==> config.mk <==
export PLATFORM = sky130hd
export DESIGN_NAME = imem_loader
export DESIGN_NICKNAME = d
export VERILOG_FILES = /design/src/rtl/imem_loader.sv
export SDC_FILE = /design/constraint.sdc
export NUM_CORES = 1
export LEC_CHECK = 0
export ABC_AREA = 0
export BUFFER_PORTS_ARGS = -buffer_cell sky130_fd_sc_hd__buf_4
export CORE_UTILIZATION = 57
export CTS_CLUSTER_SIZE = 14
export DETAILED_ROUTE_END_ITERATION = 10
export PLACE_DENSITY_LB_ADDON = 0.1
export SLEW_MARGIN = 40
export SYNTH_ARGS = -nofsm -noshare
export SYNTH_HDL_FRONTEND = slang
export SYNTH_SLANG_ARGS = --single-unit
==> constraint.sdc <==
create_clock -name clk -period 2.8 [get_ports clk]
set_input_delay 0.28 -clock clk [delete_from_list [all_inputs] [get_ports clk]]
set_output_delay 0.28 -clock clk [all_outputs]
set_load 0.005 [all_outputs]
==> src/rtl/imem_loader.sv <==
// rtl/imem_loader.sv - byte-stream loader that writes KGPRISC instruction memory and holds the CPU in reset
// Optional IMEM_LOADER_CHECKSUM_EN: a trailing XOR checksum byte must match before the CPU is released.
module imem_loader #(
  parameter int ADDR_W    = 10,
  parameter int MAX_WORDS = 1024
) (
  input  logic              clk,
  input  logic              reset,
  input  logic              restart,
  input  logic [7:0]        in_byte,
  input  logic              in_valid,
  output logic              in_ready,
  output logic              mem_we,
  output logic [ADDR_W-1:0] mem_addr,
  output logic [31:0]       mem_wdata,
  output logic              cpu_reset,
  output logic              done,
  output logic              err,
  output logic [ADDR_W:0]   word_count
);

  typedef enum logic [2:0] {
    S_LEN_HI, S_LEN_LO, S_DATA, S_WRITE, S_DONE, S_ERR, S_CHK
  } state_t;

`ifdef IMEM_LOADER_CHECKSUM_EN
  localparam state_t S_FINISH = S_CHK;
`else
  localparam state_t S_FINISH = S_DONE;
`endif

  state_t              state_q, state_d;
  logic [15:0]         len_q, len_d;
  logic [23:0]         word_q, word_d;
  logic [1:0]          idx_q, idx_d;
  logic [ADDR_W:0]     cnt_q, cnt_d, cnt_inc;
  logic                we_q, we_d;
  logic [ADDR_W-1:0]   addr_q, addr_d;
  logic [31:0]         wdata_q, wdata_d;
  logic                done_q, done_d;
  logic                err_q, err_d;
  logic                cpu_reset_q, cpu_reset_d;
  logic [15:0]         len_full;
  logic                xfer;
`ifdef IMEM_LOADER_CHECKSUM_EN
  logic [7:0]          chk_q, chk_d;
`endif

  always_comb begin
    in_ready = 1'b0;
    case (state_q)
      S_LEN_HI, S_LEN_LO, S_DATA, S_ERR, S_CHK: in_ready = ~restart;
      default:                                   in_ready = 1'b0;
    endcase
  end

  assign xfer = in_valid & in_ready;

  always_comb begin
    state_d  = state_q;
    len_d    = len_q;
    word_d   = word_q;
    idx_d    = idx_q;
    cnt_d    = cnt_q;
    we_d     = 1'b0;
    addr_d   = addr_q;
    wdata_d  = wdata_q;
    len_full = {len_q[15:8], in_byte};
    cnt_inc  = cnt_q + (ADDR_W+1)'(1);
`ifdef IMEM_LOADER_CHECKSUM_EN
    chk_d = chk_q;
    if (xfer && (state_q == S_LEN_HI || state_q == S_LEN_LO || state_q == S_DATA))
      chk_d = chk_q ^ in_byte;
`endif

    case (state_q)
      S_LEN_HI: begin
        if (xfer) begin
          len_d[15:8] = in_byte;
          state_d     = S_LEN_LO;
        end
      end
      S_LEN_LO: begin
        if (xfer) begin
          len_d = len_full;
          if (len_full == 16'd0)
            state_d = S_FINISH;
          else if (32'(len_full) > 32'(MAX_WORDS))
            state_d = S_ERR;
          else
            state_d = S_DATA;
        end
      end
      S_DATA: begin
        if (xfer) begin
          idx_d = idx_q + 2'd1;
          if (idx_q == 2'd3) begin
            we_d    = 1'b1;
            addr_d  = cnt_q[ADDR_W-1:0];
            wdata_d = {word_q, in_byte};
            state_d = S_WRITE;
          end else begin
            word_d = {word_q[15:0], in_byte};
          end
        end
      end
      S_WRITE: begin
        cnt_d   = cnt_inc;
        state_d = (32'(cnt_inc) == 32'(len_q)) ? S_FINISH : S_DATA;
      end
`ifdef IMEM_LOADER_CHECKSUM_EN
      S_CHK: begin
        if (xfer)
          state_d = (in_byte == chk_q) ? S_DONE : S_ERR;
      end
`endif
      default: state_d = state_q;
    endcase

    // Restart overrides every transition, including one into WRITE, so a partial word is never written.
    if (restart) begin
      state_d = S_LEN_HI;
      len_d   = '0;
      word_d  = '0;
      idx_d   = '0;
      cnt_d   = '0;
      we_d    = 1'b0;
      addr_d  = '0;
      wdata_d = '0;
`ifdef IMEM_LOADER_CHECKSUM_EN
      chk_d   = '0;
`endif
    end

    done_d      = (state_d == S_DONE);
    err_d       = (state_d == S_ERR);
    cpu_reset_d = ~done_d;
  end

  always_ff @(posedge clk or negedge reset) begin
    if (!reset) begin
      state_q     <= S_LEN_HI;
      len_q       <= '0;
      word_q      <= '0;
      idx_q       <= '0;
      cnt_q       <= '0;
      we_q        <= 1'b0;
      addr_q      <= '0;
      wdata_q     <= '0;
      done_q      <= 1'b0;
      err_q       <= 1'b0;
      cpu_reset_q <= 1'b1;
`ifdef IMEM_LOADER_CHECKSUM_EN
      chk_q       <= '0;
`endif
    end else begin
      state_q     <= state_d;
      len_q       <= len_d;
      word_q      <= word_d;
      idx_q       <= idx_d;
      cnt_q       <= cnt_d;
      we_q        <= we_d;
      addr_q      <= addr_d;
      wdata_q     <= wdata_d;
      done_q      <= done_d;
      err_q       <= err_d;
      cpu_reset_q <= cpu_reset_d;
`ifdef IMEM_LOADER_CHECKSUM_EN
      chk_q       <= chk_d;
`endif
    end
  end

  assign mem_we     = we_q;
  assign mem_addr   = addr_q;
  assign mem_wdata  = wdata_q;
  assign cpu_reset  = cpu_reset_q;
  assign done       = done_q;
  assign err        = err_q;
  assign word_count = cnt_q;

endmodule

# Word level (Yosys, flattened, before mapping)
# Index checks and enable logic that the tools add are counted.
# W data, S select, Z words.
[op_classes]
n_mux = 36
reduce_logical = 14
eq_ne = 11
bitwise_logic = 3
order_cmp = 1
add_sub_neg = 2
[ops]
columns = ["operator", "n"]
rows = [
  ["$mux W32", 4],
  ["$mux W24", 4],
  ["$mux W10", 4],
  ["$mux W3", 8],
  ["$mux W8", 3],
  ["$mux W11", 2],
  ["$eq A11 B16 Y1", 1],
  ["$gt A16 B11 Y1 const B", 1],
  ["$logic_not A16 Y1", 1],
  ["$mux W16", 1],
  ["$pmux W8 S2", 1],
  ["$eq A3 B3 Y1 const B", 4],
  ["$pmux W3 S4", 1],
  ["$reduce_bool A2 Y1", 6],
  ["$add A11 B1 Y11 const B", 1],
  ["$reduce_and A3 Y1", 3],
  ["$eq A3 B2 Y1 const B", 2],
  ["$mux W2", 3],
  ["$mux W1", 5],
  ["$reduce_or A5 Y1", 1],
  ["$ne A2 B2 Y1 const B", 2],
  ["$reduce_and A2 Y1", 2],
  ["$eq A3 B1 Y1 const B", 1],
  ["$logic_not A3 Y1", 1],
  ["other kinds (4)", 5],
]
[totals]
inputBits = 12
word_cells = 79
register_bits = 102

# Longest topological paths before layout
# Gate-level depths: netlist of run 1.
[logic_depth]
depth_word = 9
ltp_mapped = 8
ltp_nobuf = 7

# Worst setup path after synthesis of run 1
# OpenSTA, ideal clock, no wires.
[synth_path]
path_type = "register to register"
startpoint = "register cnt_q[1] (netlist: word_count[1])"
endpoint = "register done_q (netlist: done)"
required_ps = 2735
path_stages_with_launch = 9
setup_ps = 65
slack_ps = 713
t_arrival_ps = 2022
path_cell_list = "dfrtp_1 > ha_1 > buf_6 > xor3_1 > or3_1 > a21oi_2 > a211oi_1 > nor3b_2 > o211a_1"
[synth_between]
elab_chain_len = 6
[synth_lines]
columns = ["item", "line_no", "text"]
rows = [
  ["from (decl)", "36", "logic [ADDR_W:0] cnt_q, cnt_d, cnt_inc;"],
  ["from (signal assigned)", "161", "cnt_q <= cnt_d;"],
  ["$add A11 B1 Y11", "69", "cnt_inc = cnt_q + (ADDR_W+1)'(1);"],
  ["$eq A11 B16 Y1", "109", "state_d = (32'(cnt_inc) == 32'(len_q)) ? S_FINISH : S_DATA;"],
  ["$mux W3", "109", ""],
  ["$pmux W3 S4", "76", "case (state_q)"],
  ["$mux W3", "121", "if (restart) begin"],
  ["$eq A3 B3 Y1", "135", "done_d = (state_d == S_DONE);"],
  ["via done_d", "40", "logic done_q, done_d;"],
  ["to (signal assigned)", "165", "done_q <= done_d;"],
  ["to (decl)", "40", ""],
]
# The timed path passes the listed nets, and every way through them passes these cells.
# A chain may end at the register's enable or synchronous reset.

# Final worst setup path of run 1
[layout_path]
startpoint = "register cnt_q[0] (netlist: word_count[0])"
endpoint = "register state_q[2]"
[layout_between]
elab_chain_len = 5
[layout_lines]
columns = ["item", "line_no", "text"]
rows = [
  ["$add A11 B1 Y11", "69", ""],
  ["$eq A11 B16 Y1", "109", ""],
  ["$mux W3", "109", ""],
  ["$pmux W3 S4", "76", ""],
  ["$mux W3", "121", ""],
  ["via state_d[2]", "32", "state_t state_q, state_d;"],
  ["to (signal assigned)", "157", "state_q <= state_d;"],
  ["to (decl)", "32", ""],
]
# The timed path passes the listed nets, and every way through them passes these cells.

==> flow_summary.toml, run 1 <==
[timing]
skew_ps = 10.8
max_freq_mhz = 411
slew_viol_final = 0
final.min_clock_period_ps = 2430
setup_tns_ps = 0
post-route-period-util_pct = 86.9
hold_viol = 0
rsz0062_at_grt = "no"
finalSetupViolations = 0
worst_pin_slew_ps = 577
slew_headroom_pct = 61.5

[global_routing]
gr-usage-all-layers_pct = 24.8
antenna_found_initial = 0
grt_pass1_vias = 3353
grt_pass1_wl_mm = 17.0
gr-total-overflow = 0
grt_max_degree = 86

[place]
gp_congestion = 0.903
portBuffers = 69
dpl.hpwl_mm = 6.83
dp.cells = 663
place_area_sq_um = 5370

[clock_network]
clockBufferDepth = 2
h-tree-depth = 3
hold_buffers = 1
cts_tree = "yes"
path_clk_slew_ps = 100
clk_latency_ps = 360
root_buffer = "clkbuf_8"
cts_resized = 0
clock-sinks = 102
numCtsBuffers = 9
post_cts_buffers = 0

[status]
outcome = "finished, final reports clean"

[pwr]
swShare_pct = 23.6
p_int_mw = 2.06
irDropWorstVdd_mv = 0.305
powerDensity_nw_per_um2 = 481
switchingPower_mw = 0.635
comb_power_share_pct = 6.3
seqPwrFrac_pct = 55.7
leakage_nw = 2.54
clkPwrFrac_pct = 37.9

[yosys]
synthFlopType = "dfrtp_1"
synth_edf_count = 0
syn-mean-instance-area_sq_um = 9.39
syn-num-nets = 530
syn_area_sq_um = 4840
ys_ff_latch = 102
netlist_instances = 516
async_flop_share_pct = 100
yosysTopAreaCellShare_pct = 52.2
synth_area_leaders = "dfrtp_1 (52%), nand2_1 (8.6%), nand2b_1 (5.7%)"
yosys_warnings = 0
synth_cell_types = 48
ys_seq_area_share_pct = 52.7
synth_top_area_cell = "dfrtp_1"

[finish]
n_antenna_cell = 0
syn_to_final_growth_pct = 15.6
fin_nets = 584
ff_latch_area_sq_um = 2550
fill_cells = 696
stdcell_area_sq_um = 5600
multi_input_comb_area_sq_um = 2060
final_cells = 680
layout-drive-gt1-share_pct = 17.0
utilization_pct = 68.1

[route]
postRouteWirelength_mm = 10.3
firstDrtPassIters = 5
drc = 0
avgViaCountPerCell = 5.56
vias = 3783
post_drt_wl_per_cell_microns = 15.2
antenna_left = 0
drt_first_iter_violations = 208

[worst_setup_path]
cp-start-kind = "flip-flop"
crit_required_ps = 3050
crit_arrival_ps = 2680
cp-end-kind = "flip-flop"
critical_path.max_fanout = 9
setup.worst_path.class = "flip-flop to flip-flop"

[floorplanning]
io_pins = 70
die_y_microns = 94.2
rows = 33
core-area_sq_um = 8220
start_util_pct = 59.0
fp.dieArea_sq_um = 8870
die_w_microns = 94.2

[job]
drv_cap = 0

[hold_path]
hold_path.class = "primary input to flip-flop"
-- cells in the final DEF, fill, tap and decap left out, types with 2 or more instances in the layout --
cell        synthesis  layout
nand2b_1           44      44
o31a_1              2       2
inv_1               3       3
or3_1               4       4
a21oi_1            42      42
a211oi_1            5       5
buf_4               1      73
nand4_1             4       4
o21ai_0            45      45
o211a_1             2       2
nor4_1              3       3
xnor2_1             9       9
nor2_1             33      32
nand3_1            19      19
buf_12              0       3
dfrtp_1           101     101
o2111ai_1           2       2
clkinvlp_4          0       2
ha_1                2       2
clkbuf_8            1       9
inv_6               0       2
nor3_1              5       5
nor2b_1             3       3
bufinv_16           0       2
mux2i_1             9       9
nand2_1           111     111
xor2_1             14      14
-- cells in the mapped netlist (2+ instances only) --
master / number
o31a_1: 2
or3_1: 4
buf_2: 6
inv_1: 3
nand2_1: 111
o211a_1: 2
xnor2_1: 9
nand4_1: 4
clkbuf_1: 19
nor4_1: 3
mux2i_1: 9
xor2_1: 14
buf_6: 5
dfrtp_1: 101
o21ai_0: 45
a21oi_1: 42
nor3_1: 5
nand2b_1: 44
o2111ai_1: 2
nor2_1: 33
ha_1: 2
nand3_1: 19
a211oi_1: 5
nor2b_1: 3
-- layer usage --
| metal | track usage [%] | vias to the layer above | part of all wire, % |
|---|---|---|---|
| met2 | 35.9 | 100 | 45 |
| met3 | 4.13 | 10 | 5.0 |
| li1 | - | 1831 | - |
| met5 | 0 | - | 0 |
| met4 | 7.18 | 0 | 1.0 |
| met1 | 38.2 | 1842 | 49 |
-- area by class of cell --
class | count | area share [%]
flip-flops and latches | 102 | 45.6
multi-input cells | 377 | 36.9
repair buffers | 77 | 11.0
well taps | 105 | 2.35
clock buffers | 10 | 2.28
clock inverters | 6 | 1.65
inverters | 3 | 0.201
-- worst max-delay path, stage by stage, from the launching register on --
cell	delay [ps]
dfrtp_1	530
ha_1	350
nand2_1	190
xor2_1	220
a31oi_1	110
o32ai_1	400
o2111ai_1	190
o41ai_1	350
-- stage by stage --
stage	total power [mW]	hold WS, ps	setup slack [ps]
finish	2.69	183	366
detailed placement	1.70	295	401
floorplan	1.62	-15.6	713
global placement	1.69	289	471
global route	2.80	183	119
CTS	2.71	171	396
-- power groups by stage --
stage	logic, mW	clock network [mW]	registers, mW
CTS	0.173	1.04	1.50
detailed placement	0.171	0	1.53
global placement	0.165	0	1.53
finish	0.171	1.02	1.50
global route	0.191	1.11	1.50
floorplan	0.0978	0	1.52
-- cells by family (layout without fill, tap and decap cells) --
group | after synthesis | after routing | share of synthesized area [%]
AOI/OAI and AO/OA | 108 | 108 | 12.6
xor gates and xnor gates | 25 | 25 | 5.22
adders and majority gates | 2 | 2 | 0.516
buffers and inverters | 37 | 96 | 4.83
DFF | 102 | 102 | 52.7
muxes | 9 | 9 | 1.86
and+or+nand+nor | 233 | 233 | 22.3
-- registers in the layout, summed over array words and instances (netlist names) --
name and cells:
len_q 16, word_q 24, idx_q 2, word_count 11
state_q 3, mem_addr 10, mem_wdata 32, mem_we 1
cpu_reset 1, done 1, err 1
-- worst paths after layout --
check	cells past startpoint	from	end	slack (ps)
setup / recovery	7	word_count[0]$_DFFE_PN0P_	state_q[2]$_DFF_PN0_	370
hold / removal	3	in_byte[5]	mem_wdata[5]$_DFFE_PN0P_	180
setup reg to reg	7	word_count[0]$_DFFE_PN0P_	state_q[2]$_DFF_PN0_	370
hold reg to reg	2	word_q[16]$_DFFE_PN0P_	mem_wdata[24]$_DFFE_PN0P_	490
max in group asynchronous	3	reset	cpu_reset$_DFF_PN1_	1620
min in group asynchronous	2	reset	mem_wdata[18]$_DFFE_PN0P_	430
Power figures use the tool's default switching activity.
==> run 2: changes to the inputs <==
--- a/config.mk
+++ b/config.mk
@@ -5,7 +5,7 @@
 export SDC_FILE = /design/constraint.sdc
 export NUM_CORES = 1
 export LEC_CHECK = 0
-export ABC_AREA = 0
+export ABC_AREA = 1
 export BUFFER_PORTS_ARGS = -buffer_cell sky130_fd_sc_hd__buf_4
 export CORE_UTILIZATION = 57
 export CTS_CLUSTER_SIZE = 14
==> run 2 against run 1 <==
  * Clock skew about the same
  * Wire length grew 3.4%
  * Final cell count increased by 7.1%
  * Via count is 4.2% higher
  * Sequential share of layout area increased by 0.40 points
  * Count of clock-buffer cells in the layout is 1 lower
  * Clock power fell by 4%
  * First-iteration DRC count rose by 49%
==> flow_summary.toml, run 2 <==
[status]
outcome = "finished, final reports clean"

[pwr]
switchingPower_mw = 0.704
seqPwrFrac_pct = 56.1
irDropWorstVdd_mv = 0.358
powerDensity_nw_per_um2 = 484
comb_power_share_pct = 7.3
total_power_mw = 2.68
clkPwrFrac_pct = 36.5
leakage_nw = 2.72
swShare_pct = 26.2
p_int_mw = 1.98

[yosys]
synth_cell_types = 29
ys_seq_area_share_pct = 53.5
synth_top_area_cell = "dfrtp_1"
synth_edf_count = 0
ys_ff_latch = 102
syn-mean-instance-area_sq_um = 8.63
yosysTopAreaCellShare_pct = 52.9
yosys_warnings = 0
netlist_instances = 553
async_flop_share_pct = 100
synth_area_leaders = "dfrtp_1 (53%), nand3_1 (9.0%), nand2_1 (7.9%)"
syn_area_sq_um = 4770
syn-num-nets = 567
yosysMostFrequentCell = "dfrtp_1"
yosys-top-cells-count = "dfrtp_1 (101), nand2_1 (100), nand3_1 (86), inv_1 (70), o21ai_0 (44)"
synthFlopType = "dfrtp_1"

[floorplanning]
core-area_sq_um = 8180
start_util_pct = 58.4
rows = 33
die_y_microns = 93.5
fp.dieArea_sq_um = 8750
io_pins = 70
die_w_microns = 93.5

[timing]
max_freq_mhz = 443
slew_viol_final = 0
setup_tns_ps = 0
hold_ws_ps = 188
post-route-period-util_pct = 80.6
slew_headroom_pct = 44.9
hold_viol = 0
finalSetupViolations = 0
skew_ps = 10.9
final.min_clock_period_ps = 2260
worst_pin_slew_ps = 818
rsz0062_at_grt = "no"

[finish]
utilization_pct = 67.9
fin_nets = 632
n_antenna_cell = 0
syn_to_final_growth_pct = 16.2
final_common_cell = "dfrtp_1"
fill_cells = 678
final_cell_mix = "dfrtp_1 (101), nand2_1 (100), nand3_1 (86)"
largest_reg_flops = 32
stdcell_area_sq_um = 5550
layout-drive-gt1-share_pct = 22.3

[place]
place_area_sq_um = 5330
portBuffers = 69
dpl.hpwl_mm = 7.55
gp_congestion = 0.860

[worst_setup_path]
cp-start-kind = "flip-flop"
cp-end-kind = "flip-flop"
crit_arrival_ps = 2510
setup.worst_path.class = "flip-flop to flip-flop"
ff2ff_setup_slack_ps = 540
crit_required_ps = 3050
critical_path.max_fanout = 43

[job]
drv_cap = 0

[clock_network]
clk_latency_ps = 380
cts_tree = "yes"
root_buffer = "clkbuf_8"
numCtsBuffers = 9
clock-sinks = 102
path_clk_slew_ps = 100
h-tree-depth = 3
clockBufferDepth = 2
cts_resized = 0
hold_buffers = 1
post_cts_buffers = 0

[route]
avgViaCountPerCell = 5.41
firstDrtPassIters = 5
post_drt_wl_per_cell_microns = 14.7
antenna_left = 0
drc = 0
postRouteWirelength_mm = 10.7
drt_first_iter_violations = 310
vias = 3940

[global_routing]
grt_max_degree = 51
grt_pass1_wl_mm = 17.9
gr-usage-all-layers_pct = 26.5
grt_pass1_vias = 3711
gr-total-overflow = 0
antenna_found_initial = 0

[hold_path]
hold_path.class = "primary input to flip-flop"
run 2: stage by stage:
stage	instances	setup WS [ps]
2_1_floorplan	553	1070
3_3_place_gp	711	740
3_5_place_dp	711	596
4_1_cts	728	566
5_1_grt	728	348
6_report	728	543
run 2: layout make-up:
| class | instances | area, sq um | area share (%) |
|---|---|---|---|
| Timing Repair Buffer | 77 | 581 | 10.5 |
| Clock inverter | 7 | 87.6 | 1.58 |
| Clock buffer | 9 | 124 | 2.23 |
| Sequential cell | 102 | 2550 | 46.0 |
| Tap cell | 105 | 131 | 2.37 |
| Multi-Input combinational cell | 350 | 1780 | 32.0 |
| Inverter | 78 | 298 | 5.37 |
run 2: path summary, 6_finish.rpt:
check,cells after the start,startpoint,end
max,11,state_q[2]$_DFF_PN0_,mem_wdata[3]$_DFFE_PN0P_
min,3,in_byte[7],mem_wdata[7]$_DFFE_PN0P_
max reg2reg,11,state_q[2]$_DFF_PN0_,mem_wdata[3]$_DFFE_PN0P_
min reg2reg,2,len_q[12]$_DFFE_PN0P_,len_q[12]$_DFFE_PN0P_
max in group asynchronous,3,reset,word_q[4]$_DFFE_PN0P_
min in group asynchronous,2,reset,mem_wdata[25]$_DFFE_PN0P_
run 2: critical path, cell delays in order, from the launching register on:
cell and delay [ps]:
dfrtp_1 480, inv_2 100, nor2_2 50, a211oi_2 280, nand2_2 140, inv_2 110, nand2_4 90, inv_4 80
nand2_4 220, buf_4 360, nand3_1 110, o21ai_0 90
run 2: kinds of logic (layout without fill, tap and decap cells):
| group | count (synthesis) | count (layout) | share of synthesized area (%) |
|---|---|---|---|
| flops | 102 | 102 | 53.5 |
| compound gates | 102 | 102 | 13.2 |
| simple gates | 245 | 245 | 23.3 |
| xor+xnor | 1 | 1 | 0.183 |
| buf+inv | 101 | 171 | 9.33 |
| fa+ha+maj | 2 | 2 | 0.524 |
run 2: power by group through the flow:
stage,registers (mW),clock network [mW],logic [mW]
2_1_floorplan,1.53,0,0.115
5_1_grt,1.51,1.06,0.225
3_3_place_gp,1.53,0,0.192
6_report,1.51,0.981,0.196
4_1_cts,1.51,0.995,0.198
3_5_place_dp,1.54,0,0.196
run 2: metal layers:
| layer | track usage (%) | vias up | share of wire (%) |
|---|---|---|---|
| met3 | 4.15 | 21 | 5.6 |
| met1 | 37.5 | 1843 | 47 |
| met4 | 10.3 | 0 | 1.9 |
| met2 | 41.4 | 147 | 45 |
| met5 | 0 | - | 0 |
| li1 | - | 1929 | - |
==> run 3: changes to the inputs <==
--- a/config.mk
+++ b/config.mk
@@ -7,7 +7,7 @@
 export LEC_CHECK = 0
 export ABC_AREA = 1
 export BUFFER_PORTS_ARGS = -buffer_cell sky130_fd_sc_hd__buf_4
-export CORE_UTILIZATION = 57
+export CORE_UTILIZATION = 51
 export CTS_CLUSTER_SIZE = 14
 export DETAILED_ROUTE_END_ITERATION = 10
 export PLACE_DENSITY_LB_ADDON = 0.1
==> constraint.sdc (replaced) <==
create_clock -name clk -period 1.8 [get_ports clk]
set_input_delay 0.18 -clock clk [delete_from_list [all_inputs] [get_ports clk]]
set_output_delay 0.18 -clock clk [all_outputs]
set_load 0.005 [all_outputs]
==> run 3 against run 2 <==
  * The flow now finishes with violations (negative setup slack)
  * Sequential share of layout area shrank 3.4 points
  * Flip-flop and latch count is the same
  * Count of clock-buffer cells in the layout grew 1
  * Global-route usage shrank 3.3 points
  * Maximum frequency grew 19%
  * Design area grew 8.1%
  * Largest power group unchanged
  * Highest routed layer unchanged
==> flow_summary.toml, run 3 (same netlist as run 2, synthesis figures left out) <==
[route]
drt_first_iter_violations = 265
avgViaCountPerCell = 5.35
firstDrtPassIters = 5
postRouteWirelength_mm = 11.3
post_drt_wl_per_cell_microns = 14.8
antenna_left = 0
drc = 0
vias = 4075

[clock_network]
clockBufferDepth = 2
clock-sinks = 102
path_clk_slew_ps = 110
h-tree-depth = 3
numCtsBuffers = 9
root_buffer = "clkbuf_8"
cts_tree = "yes"
clk_latency_ps = 370

[finish]
fill_cells = 725
syn_to_final_growth_pct = 25.6
fin_nets = 663
final_common_cell = "dfrtp_1"
final_cell_mix = "dfrtp_1 (97), buf_4 (95), nand2_1 (94)"
layout-drive-gt1-share_pct = 29.5
largest_reg_flops = 32
n_antenna_cell = 0

[pwr]
clkPwrFrac_pct = 33.8
swShare_pct = 27.0
irDropWorstVdd_mv = 0.414
leakage_nw = 2.91
p_int_mw = 2.96
comb_power_share_pct = 8.5
seqPwrFrac_pct = 57.7
powerDensity_nw_per_um2 = 676
total_power_mw = 4.06
switchingPower_mw = 1.09

[floorplanning]
fp.dieArea_sq_um = 9750
die_w_microns = 98.8
io_pins = 70
rows = 34
start_util_pct = 53.7
die_y_microns = 98.8
core-area_sq_um = 8890

[hold_path]
hold_path.class = "primary input to flip-flop"

[global_routing]
grt_pass1_vias = 3677
antenna_found_initial = 0
gr-total-overflow = 0
gr-usage-all-layers_pct = 23.2
grt_max_degree = 62
grt_pass1_wl_mm = 18.0

[timing]
post-route-period-util_pct = 105
setup_ws_ps = -97.1
max_freq_mhz = 527
rsz0062_at_grt = "yes"
skew_ps = 11.6
final.min_clock_period_ps = 1900
worst_pin_slew_ps = 394
slew_headroom_pct = 73.7
setup_tns_ps = -320
hold_viol = 0
finalSetupViolations = 5
slew_viol_final = 0

[worst_setup_path]
cp-start-kind = "flip-flop"
ff2ff_setup_slack_ps = -100
crit_required_ps = 2100
cp_common_cell = "nand2_1"
critical_path.max_fanout = 4
crit_arrival_ps = 2200
worst-path-buf-inv = 0
cp-end-kind = "flip-flop"
worst_path_max_delay_cell = "dfrtp_1"
cp_top_family = "simple AND/OR/NAND/NOR gates"
setup.worst_path.class = "flip-flop to flip-flop"
crit_path_max_incr_delay_ps = 440
cp_cell_sequence = "ha_4 > nand2_2 > nand2_1 > nor2_1 > nand2_1 > nor2_2 > nand3_1 > nor2_1 > nand3_1 > o21bai_1 > nand2_1 > nand2_2 > nand2_1 > nor2_1"

[place]
dpl.hpwl_mm = 7.48
gp_congestion = 0.957
portBuffers = 69

[status]
outcome = "finished with violations"
violations = "negative setup slack"

[job]
drv_cap = 0
-- run 3: changes by cell type in the layout (fill, tap and decap cells not counted), sizes merged --
cell | previous run | this run
clkbuf | 9 | 11
clkinv | 5 | 3
bufinv | 1 | 0
clkinvlp | 0 | 2
buf | 76 | 106
-- run 3: path summary, 6_finish.rpt --
kind	from	to	cells past startpoint
min reg2reg	len_q[13]$_DFFE_PN0P_	len_q[13]$_DFFE_PN0P_	2
min	in_byte[7]	mem_wdata[7]$_DFFE_PN0P_	3
min in group asynchronous	reset	mem_wdata[27]$_DFFE_PN0P_	2
max in group asynchronous	reset	cpu_reset$_DFF_PN1_	3
max	word_count[0]$_DFFE_PN0P_	err$_DFF_PN0_	14
max reg2reg	word_count[0]$_DFFE_PN0P_	err$_DFF_PN0_	14
-- run 3: tightest hold or removal path: stages --
cell and delay [ps]:
buf_4 70, inv_1 60, o21ai_1 130
-- run 3: timing repair --
item	4_1_cts	5_1_grt
pin swaps	2	12
hold buffers	1	0
setup buffers	2	13
endpoints found under the hold margin	22	0
resized for setup	8	27
cloned	1	1
setup endpoints to repair	9	52
-- run 3: power by group through the flow --
| stage | clock (mW) | sequential, mW | combinational, mW |
|---|---|---|---|
| floorplan | 0 | 2.38 | 0.179 |
| global placement | 0 | 2.39 | 0.317 |
| detailed placement | 0 | 2.39 | 0.325 |
| CTS | 1.39 | 2.34 | 0.335 |
| global route | 1.48 | 2.35 | 0.388 |
| finish | 1.37 | 2.34 | 0.343 |
-- run 3: layout make-up --
type | count | area (sq um) | area share, %
repair buffers | 108 | 945 | 15.7
flip-flops and latches | 102 | 2560 | 42.7
well taps | 108 | 135 | 2.25
clock buffers | 10 | 128 | 2.13
multi-input cells | 350 | 1880 | 31.3
clock inverters | 6 | 55.1 | 0.918
inverters | 78 | 298 | 4.96
-- run 3: metrics by stage --
stage / hold WS (ps) / setup slack (ps) / util (%) / cells / area (sq um)
CTS: 96.5 / -22.8 / 65.0 / 748 / 5780
floorplan: -116 / 66.4 / - / 553 / 4770
detailed placement: 101 / -85.4 / 62.0 / 728 / 5510
finish: 104 / -97.1 / 67.5 / 762 / 6000
global route: 114 / -189 / 67.5 / 762 / 6000
global placement: 97.7 / -32.7 / 62.0 / 728 / 5510
-- run 3: layer usage --
metal	global-route usage (%)	vias up	routed length (microns)
li1	-	1997	-
met1	34.5	1948	5430
met2	35.5	116	5200
met3	2.91	14	471
met4	7.69	0	146
met5	0	-	0
